File: src/rtl/rr_otf_converter_if.sv
// Online digit interface: signed-digit stream in, two's-complement result out.
// master drives digits and consumes results; slave is the converter.
interface rr_otf_converter_if #(
    parameter int WIDTH = 7,
    parameter int RADIX = 2
);
    localparam int K  = $clog2(RADIX);
    localparam int D  = K + 1;
    localparam int QW = K * WIDTH + 1;

    // A digit transfers on any cycle with d_valid && d_ready.
    // d_ready is held high, so the source never stalls.
    logic [D-1:0]  d_in;
    logic          d_valid;
    logic          d_sof;
    logic          d_ready;
    logic [QW-1:0] q_out;
    logic          q_valid;
    logic          q_err;
    logic          busy;

    modport master (
        output d_in, d_valid, d_sof,
        input  d_ready, q_out, q_valid, q_err, busy
    );

    modport slave (
        input  d_in, d_valid, d_sof,
        output d_ready, q_out, q_valid, q_err, busy
    );
endinterface

File: src/rtl/rr_otf_converter.sv
// MSD-first signed-digit to two's-complement converter using Q/QM on-the-fly
// conversion; one result per WIDTH accepted digits, one cycle after the last.
module rr_otf_converter #(
    parameter int WIDTH = 7,
    parameter int RADIX = 2
) (
    input logic              clock,
    input logic              reset_n,
    rr_otf_converter_if.slave bus
);
    localparam int K  = $clog2(RADIX);
    localparam int D  = K + 1;
    localparam int QW = K * WIDTH + 1;
    localparam int QL = QW - K;            // only these bits feed the next shift
    localparam int CW = $clog2(WIDTH + 1);

    typedef enum logic {IDLE = 1'b0, RUN = 1'b1} state_t;

    state_t        state;
    logic [QL-1:0] q, qm;
    logic [CW-1:0] cnt;
    logic          err;

    logic          first, neg, pos, illegal, done, err_nx;
    logic [QL-1:0] src_q, src_qm;
    logic [K-1:0]  lo_neg, lo_dec, lo_qm;
    logic [QW-1:0] q_nx;
    logic [QL-1:0] qm_nx;
    logic [CW-1:0] cnt_nx;

    always_comb begin
        // A new frame starts from Q=0 / QM=-1 rather than the stale registers.
        first   = (state == IDLE) || bus.d_sof;
        src_q   = first ? '0 : q;
        src_qm  = first ? '1 : qm;
        neg     = bus.d_in[D-1];
        pos     = !neg && (bus.d_in != '0);
        illegal = (bus.d_in == {1'b1, {K{1'b0}}});
        // RADIX is 0 modulo 2^K, so (RADIX+d) keeps the digit's low bits.
        lo_neg  = bus.d_in[K-1:0];
        lo_dec  = bus.d_in[K-1:0] - K'(1);
        lo_qm   = bus.d_in[K-1:0] + K'(RADIX - 1);
        q_nx    = neg ? {src_qm, lo_neg} : {src_q, bus.d_in[K-1:0]};
        qm_nx   = pos ? {src_q[QL-K-1:0], lo_dec} : {src_qm[QL-K-1:0], lo_qm};
        cnt_nx  = first ? CW'(1) : cnt + CW'(1);
        done    = (cnt_nx == CW'(WIDTH));
        err_nx  = (first ? 1'b0 : err) | illegal;
    end

    always_ff @(posedge clock or negedge reset_n) begin
        if (!reset_n) begin
            state       <= IDLE;
            q           <= '0;
            qm          <= '1;
            cnt         <= '0;
            err         <= 1'b0;
            bus.q_out   <= '0;
            bus.q_valid <= 1'b0;
            bus.q_err   <= 1'b0;
        end else begin
            bus.q_valid <= 1'b0;
            if (bus.d_valid) begin
                q  <= q_nx[QL-1:0];
                qm <= qm_nx;
                if (done) begin
                    state       <= IDLE;
                    cnt         <= '0;
                    err         <= 1'b0;
                    bus.q_out   <= q_nx;
                    bus.q_valid <= 1'b1;
                    bus.q_err   <= err_nx;
                end else begin
                    state <= RUN;
                    cnt   <= cnt_nx;
                    err   <= err_nx;
                end
            end
        end
    end

    assign bus.d_ready = 1'b1;
    assign bus.busy    = (state == RUN);
endmodule

File: src/flat_wrapper.sv
// flat-port wrapper written by rule: the top's interface ports become plain ports
module rr_otf_converter_flat 
#(
    parameter int WIDTH = 7,
    parameter int RADIX = 2
)
  (clock, reset_n, bus_d_in, bus_d_valid, bus_d_sof, bus_d_ready, bus_q_out, bus_q_valid, bus_q_err, bus_busy);
  rr_otf_converter_if #(.WIDTH(WIDTH), .RADIX(RADIX)) bus_i ();
  input logic clock;
  input logic reset_n;
  input wire logic [$bits(bus_i.d_in)-1:0] bus_d_in;
  input wire logic [$bits(bus_i.d_valid)-1:0] bus_d_valid;
  input wire logic [$bits(bus_i.d_sof)-1:0] bus_d_sof;
  output wire logic [$bits(bus_i.d_ready)-1:0] bus_d_ready;
  output wire logic [$bits(bus_i.q_out)-1:0] bus_q_out;
  output wire logic [$bits(bus_i.q_valid)-1:0] bus_q_valid;
  output wire logic [$bits(bus_i.q_err)-1:0] bus_q_err;
  output wire logic [$bits(bus_i.busy)-1:0] bus_busy;
  assign bus_i.d_in = bus_d_in;
  assign bus_i.d_valid = bus_d_valid;
  assign bus_i.d_sof = bus_d_sof;
  assign bus_d_ready = bus_i.d_ready;
  assign bus_q_out = bus_i.q_out;
  assign bus_q_valid = bus_i.q_valid;
  assign bus_q_err = bus_i.q_err;
  assign bus_busy = bus_i.busy;
  rr_otf_converter #(.WIDTH(WIDTH), .RADIX(RADIX)) u_core (.clock(clock), .reset_n(reset_n), .bus(bus_i));
endmodule
File: config.mk
export PLATFORM = sky130hd
export DESIGN_NAME = rr_otf_converter_flat
export DESIGN_NICKNAME = d
export VERILOG_FILES = /design/src/rtl/rr_otf_converter_if.sv /design/src/rtl/rr_otf_converter.sv /design/src/flat_wrapper.sv
export SDC_FILE = /design/constraint.sdc
export NUM_CORES = 1
export LEC_CHECK = 0
export ABC_AREA = 1
export CORE_AREA = 2 2 72 60
export CTS_CLUSTER_SIZE = 20
export DETAILED_ROUTE_END_ITERATION = 12
export DIE_AREA = 0 0 74 62
export GPL_ROUTABILITY_DRIVEN = 0
export GPL_TIMING_DRIVEN = 0
export RECOVER_POWER = 100
export SLEW_MARGIN = 20
export SYNTH_ARGS = -nofsm -noshare
export SYNTH_HDL_FRONTEND = slang
export SYNTH_SLANG_ARGS = --single-unit
File: constraint.sdc
create_clock -name clock -period 1.4 [get_ports clock]
set_input_delay 0.28 -clock clock [delete_from_list [all_inputs] [get_ports clock]]
set_output_delay 0.28 -clock clock [all_outputs]
set_load 0.1 [all_outputs]
# Word level (Yosys, flattened, before mapping)
# Cells that the tools add are included.
# W data, S select, Z words.
# op_classes
n_addsub	3
eq_ne	2
mux	11
n_bitwise	2
reduce_logical	5
# ops
op	count
$mux W7	3
$mux W8	1
$mux W3	2
$mux W1	5
$add A3 B1 Y3 const B	1
$eq A3 B3 Y1 const B	1
$eq A2 B2 Y1 const B	1
$reduce_and A2 Y1	1
$reduce_bool A2 Y1	1
$add A1 B1 Y1 const B	1
$logic_and A1 B1 Y1	1
$logic_not A1 Y1	1
$logic_or A1 B1 Y1	1
$not A1 Y1	1
$or A1 B1 Y1	1
$sub A1 B1 Y1 const B	1
# word_totals
reg_bits	29
inputBits	6
out_inout_bits	12
elab_cells	31

# Logic depth before layout (Yosys ltp)
# Gate-level depths: netlist of the first run.
# depth
depth_word	6
mapped_depth	8
depth_no_buf	8

# Worst setup path before layout of the first run
# No wires, ideal clock.
# synth_path
path_kind	reg2reg
startpoint	reg u_core.state (netlist: u_core.bus.busy)
endpoint	reg u_core.bus.q_out[1]
setup_time_ps	120
arrival_ps	1670
required_time_ps	1280
path_slack_ps	-390
stages_incl_launch_ff	6
n_path_buf	0
synth_period_minus_slack_ps	1790
cell_sequence	dfrtp_1 -> nand3_1 -> nor2_2 -> nand2_2 -> nand2_1 -> nand2_1
# synth_between
elab_chain_cells	5
word_cells_on_any_way	8
cone_classes	1 x eq/ne; 4 x mux; 1 x bitwise; 2 x reduce/logical
# synth_lines
element	line	source
from (decl)	rr_otf_converter.sv:19	state_t state;
from (signal assigned)	rr_otf_converter.sv:52	state <= IDLE;
from (signal assigned)	rr_otf_converter.sv:66	state <= IDLE;
from (signal assigned)	rr_otf_converter.sv:73	state <= RUN;
$not A1 Y1 (*)	rr_otf_converter.sv:33	first = (state == IDLE) || bus.d_sof;
$logic_or A1 B1 Y1 (*)	rr_otf_converter.sv:33	
$mux W3	rr_otf_converter.sv:45	cnt_nx = first ? CW'(1) : cnt + CW'(1);
$eq A3 B3 Y1	rr_otf_converter.sv:46	done = (cnt_nx == CW'(WIDTH));
$reduce_and A2 Y1 (no source line)	--	
to (signal assigned)	rr_otf_converter.sv:69	bus.q_out <= q_nx;
to (decl)	rr_otf_converter_if.sv:29	output d_ready, q_out, q_valid, q_err, busy
# Every way passes the cells marked *; elsewhere a longest branch is shown, timed or not.
# A chain may end at the register's enable or synchronous reset.

# Final worst setup path of the first run
# layout_path
startpoint	reg u_core.cnt[0]
endpoint	reg u_core.cnt[0]
# layout_between
elab_chain_cells	4
# layout_lines
element	line	source
from (decl)	rr_otf_converter.sv:21	logic [CW-1:0] cnt;
from (signal assigned)	rr_otf_converter.sv:74	cnt <= cnt_nx;
$add A3 B1 Y3 (*)	rr_otf_converter.sv:45	
$mux W3 (*)	rr_otf_converter.sv:45	
$eq A3 B3 Y1	rr_otf_converter.sv:46	
$mux W3 (*)	rr_otf_converter.sv:65	if (done) begin
# Marks and branches as above.

==> summary.md, run 1 <==
| Metric | Value |
|---|---|
| First-pass iteration count of the detailed router | `6` |
| Arrival time reported for the critical path endpoint | `1.57 ns` |
| Count of warnings emitted by yosys | `0` |
| Data required time at the worst endpoint | `1.57 ns` |
| Number of filler cells placed in the layout | `411` |
| Critical Path End Type | `register` |
| Via count | `1219` |
| Half-perimeter wire length after detailed placement | `2.19 mm` |
| Antenna violations before repair | `0` |
| Clk sinks | `29` |
| Max-capacitance violation count | `0` |
| Highest fanout seen on the critical path | `6` |
| R2r startpoint | `u_core.cnt[0]` |
| Total core area | `3970 sq um` |
| Antenna cell count | `0` |
| Total gr overflow | `0` |
| # IOs | `18` |
| Most frequent cells after synthesis | `94 x nand2_1, 22 x dfrtp_1, 20 x nand3_1` |
| Signed area change from the synthesized netlist to the final layout | `27.6%` |
| Cell count after synthesis | `194` |
| Outcome | `completed` |
| Cell area power density | `1650 nW/um^2` |
| Via-per-instance ratio | `4.37` |
| Final worst path period need | `1.39 ns` |
| Mean post-synth cell area | `7.69 sq um` |
| Overall die width | `74 um` |
| Max rail drop VDD | `0.574 mV` |
| Number of enable flip-flop cells after synthesis | `0` |
| Total die area | `4590 sq um` |
| Cell Area, Placed | `1730 sq um` |
| Global router's overall resource usage | `0.150` |
| Final design area excluding fillers | `1900 sq um` |
| Destination of the worst register-to-register timing path | `u_core.cnt[0]` |
| Period Utilization, post-route | `0.996` |
| Most area-hungry cell type in the Yosys netlist | `dfrtp_1` |
| Kind of critical path | `register to register` |
| Initial cell density of the core | `0.376` |
| Worst slew slack as a fraction of its limit | `0.529` |
| Max Slew Vio Count | `0` |
| Category of the worst setup path launch point | `register` |
| Number of nets with antenna violations after detailed routing | `0` |
| TritonCTS clock tree | `built` |
| Slowest cell delay on critical path | `0.43 ns` |
| Share of the yosys chip area belonging to registers | `0.492` |
| Post-route worst setup slack | `0.00564 ns` |
| Detail-routed net length per standard cell | `11.2 um` |
| Crit path max-delay cell type | `dfrtp_2` |
| Number of input and output port buffers inserted | `16` |
| Top achievable clock speed | `717 MHz` |
| Count of unresolved DRC violations after routing | `0` |
| Std cell rows | `21` |
| Leakage | `1.03 nW` |
| Cells traversed along the worst timing path | `ha_4 > nand3_4 > nor2_4 > nand2_2 > nand3_1 > nand2_1` |
| Hold-fix buffers at CTS | `0` |
| Clock buffer count from CTS | `5` |
| Actual slew at the worst max-slew pin | `0.707 ns` |
| Number of failing hold endpoints at the final stage | `0` |
| Combined area of all synthesized cells | `1490 sq um` |
| Die boundary height | `62 um` |
| Number of DRC markers in iteration 0 | `36` |
| Leading cell types by total area after synthesis | `dfrtp_1 37%, nand2_1 24%, dfstp_2 12%, nand3_1 6.7%, nor2_1 3.5%` |
| Hold crit path type | `primary input to async pin` |
| Maximum buffer depth of the clock tree | `2` |
| Launching element of the worst setup path | `u_core.cnt[0]` |
| Count of distinct cell types in the synthesized netlist | `23` |
| Wire length of the first global-routing pass | `5.10 mm` |
| Total number of nets in the final design | `228` |
| Ratio of cells with drive above 1 in the final layout | `0.275` |
| Master cell of the clock root buffer | `clkbuf_8` |
| Post-synthesis sequential element count | `29` |
| Clock-pin transition on the worst setup and hold timing paths | `0.06 ns` |
| Dominant synthesized flop cell | `dfrtp_1` |
| Worst slack after detailed placement | `-0.451 ns` |
| Total wirelength of the detailed-routed design | `3.14 mm` |
| H-tree depth | `2` |
| Share of the synthesized area in the top cell type | `0.369` |
| Clock Latency Late Sink | `0.28 ns` |
| Logic depth of the worst register-to-register path | `6` |
| RSZ-0062 raised after global routing | `yes` |
| Proportion of synthesized flip-flops having asynchronous set or reset | `1.00` |
| Syn Nets | `201` |
| Library cell with the highest instance count after synthesis | `nand2_1` |
| Clock skew after layout | `0.00486 ns` |
| Maximum number of pins on one net before global-route repair | `30` |
| Vias in the first global route | `1107` |
| Worst R2R Setup Slack | `0.006 ns` |
| Total of endpoints with negative setup slack in the final report | `0` |
-- area by class of cell --
type	instances	area, sq um	area share
inverters	12	45.0	0.0237
flip-flops and latches	29	739	0.389
plain buffers	6	40.0	0.0210
clock buffers	5	68.8	0.0362
multi-input cells	149	753	0.396
clock inverters	3	65.1	0.0342
well taps	57	71.3	0.0375
repair buffers	18	120	0.0631
-- layout by cell type (no fill, tap or decap) --
master            n
dlymetal6s2s_1    1
clkdlybuf4s50_1   3
clkbuf_2          3
nand2_2           7
nand3_2           3
o22ai_1           1
o21bai_1          1
nor2_4            3
clkbuf_1          1
inv_2             4
nand3_1          17
nand2_1          89
nor2_8            2
o21ai_1           1
clkinv_2          1
nor2_1           12
dfrtp_2           1
bufinv_16         2
inv_1             8
dfstp_2           7
clkbuf_8          5
buf_4             5
nor2_2            1
nand2_4           2
conb_1            1
dfrtp_4           1
dfrtp_1          20
ha_4              1
nand3_4           2
buf_6             1
buf_2            10
o21ai_0           6
-- metal layers --
layer  routed length [um]  part of all wire  GRT usage
met1                 1600              0.51      0.204
met3                  115             0.037     0.0339
met5                    0                 0          0
met2                 1350              0.43      0.227
met4                   72             0.023     0.0779
-- per-stage QoR --
stage	std cells	TNS [ns]	total power, W	util	hold slack, ns
detailed placement	267	-10.42	0.00215	0.437	0.328
global placement	267	-20.00	0.00214	0.438	0.454
finish	279	0	0.00315	0.480	0.0386
global route	279	-0.608	0.00330	0.480	0.0914
CTS	277	0	0.00313	0.465	0.0281
floorplan	194	0	0.00190	-	-0.0156
-- how the worst max path moves through the flow --
stage / endpoint / slack (ns) / cells after the start
floorplan: u_core.bus.q_out[1] / 0.0007 / 6
global placement: u_core.bus.busy / -0.57 / 1
detailed placement: bus_busy / -0.45 / 1
CTS: u_core.bus.q_out[5] / 0.008 / 8
global route: u_core.bus.q_out[7] / -0.08 / 6
finish: u_core.cnt[0] / 0.006 / 6
-- worst max-delay path: cells and delay by family (launching register included) --
family	cells	cell delay, ns
AND/OR/NAND/NOR	5	0.55
flip-flops	1	0.43
adder cells (fa/ha/maj)	1	0.30
-- logic make-up after synthesis --
family	after synthesis	synth area share
buf+inv	18	0.0596
other cells	1	0.00251
compound gates	9	0.0327
flops	29	0.492
simple gates	136	0.404
fa+ha+maj	1	0.00839
-- power by group --
part / internal, W / total (W) / switching, W
registers: 0.000994 / 0.00109 / 0.0000913
logic: 0.000227 / 0.00105 / 0.000821
clock network: 0.000706 / 0.00101 / 0.000309
total: 0.00193 / 0.00315 / 0.00122
-- repair_timing --
item	in CTS	in global routing
setup endpoints to repair	24	23
buffers inserted	2	0
pin swaps	1	6
cloned	0	2
resized for setup	61	13
-- flip-flops by register name, indices dropped and copies added, names as in the netlist --
register            flops
u_core.q                7
u_core.qm               7
u_core.bus.busy         1
u_core.bus.q_valid      1
u_core.err              1
u_core.bus.q_err        1
u_core.bus.q_out        8
u_core.cnt              3
(Power assumes the default switching activity.)
==> inputs of run 2 (changes only) <==
--- a/config.mk
+++ b/config.mk
@@ -13,6 +13,8 @@
 export GPL_ROUTABILITY_DRIVEN = 0
 export GPL_TIMING_DRIVEN = 0
 export RECOVER_POWER = 100
+export REMOVE_ABC_BUFFERS = 1
+export SKIP_LAST_GASP = 1
 export SLEW_MARGIN = 20
 export SYNTH_ARGS = -nofsm -noshare
 export SYNTH_HDL_FRONTEND = slang
==> run 2 against run 1 <==
Sequential power hardly changed. Routed wire length is 3.0% lower. Clock power is 26% lower. Worst setup slack better by 0.063 ns. Sequential share of layout area is 2.0 points higher. Worst hold slack worse by 0.0052 ns. Cell area is 5.1% lower. Utilization is 2.5 points lower.
==> summary.md, run 2 (synthesis results as in run 1) <==
| Metric | Value |
|---|---|
| Worst R2R Setup Slack | `0.07 ns` |
| Logic depth of the worst register-to-register path | `6` |
| Via-per-instance ratio | `4.51` |
| Category of the worst setup path launch point | `register` |
| Period Utilization, post-route | `0.951` |
| H-tree depth | `2` |
| Master cell of the clock root buffer | `clkbuf_8` |
| Max-capacitance violation count | `0` |
| # IOs | `18` |
| Clk sinks | `29` |
| Antenna cell count | `0` |
| Slowest cell delay on critical path | `0.43 ns` |
| Cells traversed along the worst timing path | `buf_2` |
| Max rail drop VDD | `0.665 mV` |
| Worst slew slack as a fraction of its limit | `0.537` |
| Clock buffer count from CTS | `5` |
| Leading cell types in the layout, fill and taps excluded | `92 x nand2_1, 20 x dfrtp_1, 19 x nand3_1, 12 x nor2_1, 11 x buf_2` |
| Total power after layout | `0.00286 W` |
| Actual slew at the worst max-slew pin | `0.694 ns` |
| First-pass iteration count of the detailed router | `4` |
| Clock skew after layout | `0.00784 ns` |
| Half-perimeter wire length after detailed placement | `2.02 mm` |
| Hold crit path type | `primary input to async pin` |
| Destination of the worst register-to-register timing path | `u_core.cnt[0]` |
| Total gr overflow | `0` |
| Total wirelength of the detailed-routed design | `3.04 mm` |
| Initial cell density of the core | `0.376` |
| Cell area power density | `1580 nW/um^2` |
| Clock Latency Late Sink | `0.28 ns` |
| Overall die width | `74 um` |
| Die boundary height | `62 um` |
| Highest fanout seen on the critical path | `2` |
| R2r startpoint | `u_core.cnt[0]` |
| Global router's overall resource usage | `0.149` |
| Share of the core filled with cells | `0.455` |
| Count of unresolved DRC violations after routing | `0` |
| Number of failing hold endpoints at the final stage | `0` |
| Kind of critical path | `register to output port` |
| Final design area excluding fillers | `1810 sq um` |
| Crit path max-delay cell type | `buf_2` |
| Cell Area, Placed | `1670 sq um` |
| Arrival time reported for the critical path endpoint | `1.05 ns` |
| Via count | `1232` |
| Total of endpoints with negative setup slack in the final report | `0` |
| Max Slew Vio Count | `0` |
| Number of input and output port buffers inserted | `16` |
| Regs by FF count | `u_core.bus.q_out x8, u_core.q x7, u_core.qm x7` |
| Std cell rows | `21` |
| Clock-pin transition on the worst setup and hold timing paths | `0.06 ns` |
| Number of instances in the placed design | `261` |
| Flip-flop count of the largest register, all copies and words added | `8` |
| Maximum buffer depth of the clock tree | `2` |
| Vias in the first global route | `1043` |
| TritonCTS clock tree | `built` |
| Signed area change from the synthesized netlist to the final layout | `21.1%` |
| Total number of nets in the final design | `222` |
| Family of cells with the greatest summed delay on the critical path | `buffers and inverters` |
| Leakage | `1.00 nW` |
| Number of nets with antenna violations after detailed routing | `0` |
| Data required time at the worst endpoint | `1.12 ns` |
| Antenna violations before repair | `0` |
| Buffer and inverter count on the worst path | `1` |
| Total core area | `3970 sq um` |
| Number of DRC markers in iteration 0 | `65` |
| Critical Path End Type | `output port` |
| Ratio of cells with drive above 1 in the final layout | `0.236` |
| Hold-fix buffers at CTS | `0` |
| Outcome | `completed` |
| Final worst path period need | `1.33 ns` |
| Cell Count, Final, Fillers Out | `273` |
| Detail-routed net length per standard cell | `11.1 um` |
| Total die area | `4590 sq um` |
| Top achievable clock speed | `751 MHz` |
| Wire length of the first global-routing pass | `5.05 mm` |
| Maximum number of pins on one net before global-route repair | `30` |
| Most common library cell in the layout ignoring fill and taps | `nand2_1` |
| Reg with most FFs | `u_core.bus.q_out` |
==> run 2: cell count changes in the layout (fill, tap and decap cells not counted), moves of 2 or more <==
cell / previous run / this run
nand2_1: 89 / 92
nand2_2: 7 / 2
inv_2: 4 / 2
clkdlybuf4s50_1: 3 / 0
nand3_1: 17 / 19
bufinv_16: 2 / 0
clkbuf_8: 5 / 7
clkbuf_2: 3 / 1
==> run 2: worst max path at each step <==
stage / start / end / slack [ns] / cells after the start
after floorplan: u_core.bus.busy / u_core.bus.q_out[1] / -0.44 / 6
after global placement: bus_d_valid / u_core.bus.q_out[5] / -0.86 / 7
after detailed placement: bus_d_valid / u_core.bus.q_out[5] / -0.87 / 7
after CTS: u_core.cnt[0] / u_core.bus.q_out[5] / -0.006 / 8
after global routing: u_core.cnt[0] / u_core.bus.q_out[4] / -0.005 / 6
final: u_core.bus.q_out[0] / bus_q_out[0] / 0.07 / 1
==> run 2: through the flow <==
stage / hold slack (ns) / setup slack [ns] / TNS (ns)
2_1_floorplan: -0.0156 / -0.439 / -9.49
3_3_place_gp: 0.458 / -0.857 / -32.94
3_5_place_dp: 0.334 / -0.875 / -21.84
4_1_cts: 0.0349 / -0.00559 / -0.00877
5_1_grt: 0.105 / -0.00538 / -0.00794
6_report: 0.0334 / 0.0685 / 0
==> run 2: report_power, final <==
part           leakage, nW  switching (W)  internal [W]
registers            0.354      0.0000836      0.000994
logic                0.592       0.000818      0.000213
clock network       0.0542       0.000305      0.000443
total                 1.00        0.00121       0.00165
==> run 2: worst register-to-register path, stage by stage, from the launching register on <==
cell and delay, ns:
dfrtp_2 0.42, ha_4 0.27, nand3_2 0.10, nor2_4 0.18
nand2_2 0.10, nand3_1 0.08, nand2_1 0.06
==> run 2: timing repair <==
item	4_1_cts	5_1_grt
gates cloned	0	1
resized for setup	67	10
endpoints found under the setup margin	40	19
pin swaps	1	3
setup buffers	2	1
==> run 2: cell type report <==
type,instances,area (sq um)
clock inverters,1,5.00
inverters,12,47.5
well taps,57,71.3
repair buffers,19,121
multi-input cells,148,727
clock buffers,7,96.3
fillers,415,2160
flip-flops and latches,29,737
==> run 2: per-layer routing <==
metal	GRT usage	vias to the layer above	wire [um]
li1	-	641	-
met3	0.0387	5	123
met1	0.214	562	1520
met4	0.0701	0	55
met5	0	-	0
met2	0.210	24	1340
==> inputs of run 3 (changes only) <==
--- a/config.mk
+++ b/config.mk
@@ -15,7 +15,6 @@
 export RECOVER_POWER = 100
 export REMOVE_ABC_BUFFERS = 1
 export SKIP_LAST_GASP = 1
-export SLEW_MARGIN = 20
 export SYNTH_ARGS = -nofsm -noshare
 export SYNTH_HDL_FRONTEND = slang
 export SYNTH_SLANG_ARGS = --single-unit
==> run 3 against run 2 <==
Power is 0.88% higher. Worst setup slack got worse by 0.044 ns. Die area did not move. Largest power group unchanged. Highest routed layer unchanged.
==> summary.md, run 3 (synthesis results as in run 1) <==
| Metric | Value |
|---|---|
| Std cell rows | `21` |
| Kind of critical path | `register to register` |
| Hold crit path type | `primary input to async pin` |
| Wire length of the first global-routing pass | `5.05 mm` |
| Leakage | `0.998 nW` |
| Clk sinks | `29` |
| Signed area change from the synthesized netlist to the final layout | `22.7%` |
| Total die area | `4590 sq um` |
| Ratio of cells with drive above 1 in the final layout | `0.261` |
| Logic depth of the worst register-to-register path | `6` |
| Count of cell instances traversed by the critical path | `6` |
| Family of cells with the greatest summed delay on the critical path | `simple AND/OR/NAND/NOR gates` |
| Die boundary height | `62 um` |
| H-tree depth | `2` |
| Leading cell types in the layout, fill and taps excluded | `91 x nand2_1, 20 x dfrtp_1, 17 x nand3_1, 12 x nor2_1, 11 x buf_2` |
| Launching element of the worst setup path | `u_core.cnt[0]` |
| Total of endpoints with negative setup slack in the final report | `0` |
| TritonCTS clock tree | `built` |
| First-pass iteration count of the detailed router | `4` |
| Max-capacitance violation count | `0` |
| Cells traversed along the worst timing path | `ha_4 > nand3_4 > nor2_4 > nand2_2 > nand3_2 > nand2_1` |
| Regs by FF count | `u_core.bus.q_out x8, u_core.q x7, u_core.qm x7` |
| Via count | `1237` |
| Number of DRC markers in iteration 0 | `84` |
| Half-perimeter wire length after detailed placement | `2.02 mm` |
| Actual slew at the worst max-slew pin | `0.692 ns` |
| Crit path max-delay cell type | `dfrtp_2` |
| Outcome | `completed` |
| Via-per-instance ratio | `4.50` |
| Cell area power density | `1580 nW/um^2` |
| Clock Latency Late Sink | `0.28 ns` |
| Most common library cell in the layout ignoring fill and taps | `nand2_1` |
| Initial cell density of the core | `0.376` |
| Number of failing hold endpoints at the final stage | `0` |
| Number of nets with antenna violations after detailed routing | `0` |
| Final worst path period need | `1.38 ns` |
| Top achievable clock speed | `727 MHz` |
| Count of unresolved DRC violations after routing | `0` |
| Global router's overall resource usage | `0.147` |
| Number of input and output port buffers inserted | `16` |
| Clock buffer count from CTS | `5` |
| Vias in the first global route | `1078` |
| Total core area | `3970 sq um` |
| Maximum buffer depth of the clock tree | `2` |
| Maximum number of pins on one net before global-route repair | `30` |
| # IOs | `18` |
| Final sum of negative setup slack | `0 ns` |
| R2r startpoint | `u_core.cnt[0]` |
| Detail-routed net length per standard cell | `11.3 um` |
| Highest fanout seen on the critical path | `5` |
| Max Slew Vio Count | `0` |
| Antenna cell count | `0` |
| Flip-flop count of the largest register, all copies and words added | `8` |
| Antenna violations before repair | `0` |
| Total number of nets in the final design | `224` |
| Buffer and inverter count on the worst path | `0` |
| Master cell of the clock root buffer | `clkbuf_8` |
| Worst slew slack as a fraction of its limit | `0.539` |
| Overall die width | `74 um` |
| Clock-pin transition on the worst setup and hold timing paths | `0.06 ns` |
| Clock skew after layout | `0.00608 ns` |
| Share of the core filled with cells | `0.461` |
| RSZ-0062 raised after global routing | `yes` |
| Total gr overflow | `0` |
| Hold-fix buffers at CTS | `0` |
| Total wirelength of the detailed-routed design | `3.11 mm` |
| Category of the worst setup path launch point | `register` |
| Data required time at the worst endpoint | `1.57 ns` |
| Critical Path End Type | `register` |
| Period Utilization, post-route | `0.983` |
| Slowest cell delay on critical path | `0.43 ns` |
| Max rail drop VDD | `0.489 mV` |
| Total power after layout | `0.00288 W` |
| Reg with most FFs | `u_core.bus.q_out` |
| Arrival time reported for the critical path endpoint | `1.55 ns` |
-- run 3: changes by cell type in the layout (fill, tap and decap cells not counted), sizes merged --
| cell | change |
|---|---|
| buf | +1 |
| clkdlybuf4s50 | +1 |
| dlygate4sd3 | -1 |
| nand2 | +1 |
-- run 3: worst paths after layout --
kind | slack [ns] | endpoint
max | 0.02 | u_core.cnt[0]
min | 0.03 | u_core.cnt[1]
max reg2reg | 0.02 | u_core.cnt[0]
min reg2reg | 0.47 | u_core.bus.q_out[6]
max in group asynchronous | 0.88 | u_core.bus.busy
min in group clock | 0.42 | u_core.qm[3]
-- run 3: area by class of cell --
cell class | instances | area (sq um)
fillers | 404 | 2140
multi-input cells | 149 | 743
flip-flops and latches | 29 | 737
repair buffers | 20 | 129
clock buffers | 7 | 96.3
well taps | 57 | 71.3
inverters | 12 | 47.5
clock inverters | 1 | 5.00
-- run 3: power by group --
| part | internal (W) | leakage, nW | switching (W) |
|---|---|---|---|
| sequential | 0.000993 | 0.354 | 0.0000839 |
| clock | 0.000443 | 0.0542 | 0.000313 |
| combinational | 0.000225 | 0.590 | 0.000824 |
| total | 0.00166 | 0.998 | 0.00122 |
-- run 3: worst reg2reg max path: stages, from the launching register on --
cell,delay (ns)
dfrtp_2,0.43
ha_4,0.29
nand3_4,0.08
nor2_4,0.20
nand2_2,0.13
nand3_2,0.09
nand2_1,0.05
-- run 3: timing repair --
item / in CTS / in global routing
resized for setup: 66 / 15
hold endpoints to repair: 0 / 0
pin swaps: 1 / 6
setup endpoints to repair: 62 / 20
gates cloned: 0 / 2
buffers inserted: 2 / 2
-- run 3: stage by stage --
step	setup slack (ns)	hold slack (ns)	std cells	instance area, sq um
3_5_place_dp	-0.863	0.461	261	1680
6_report	0.0241	0.0311	275	1830
3_3_place_gp	-0.857	0.458	261	1680
5_1_grt	-0.0376	0.109	275	1830
4_1_cts	-0.0829	0.441	271	1770
2_1_floorplan	-0.439	-0.0156	188	1450
-- run 3: layer usage --
| metal | part of all wire | up-vias | track usage |
|---|---|---|---|
| li1 | - | 646 | - |
| met3 | 0.039 | 3 | 0.0468 |
| met2 | 0.44 | 27 | 0.208 |
| met1 | 0.51 | 561 | 0.210 |
| met5 | 0 | - | 0 |
| met4 | 0.0080 | 0 | 0.0571 |
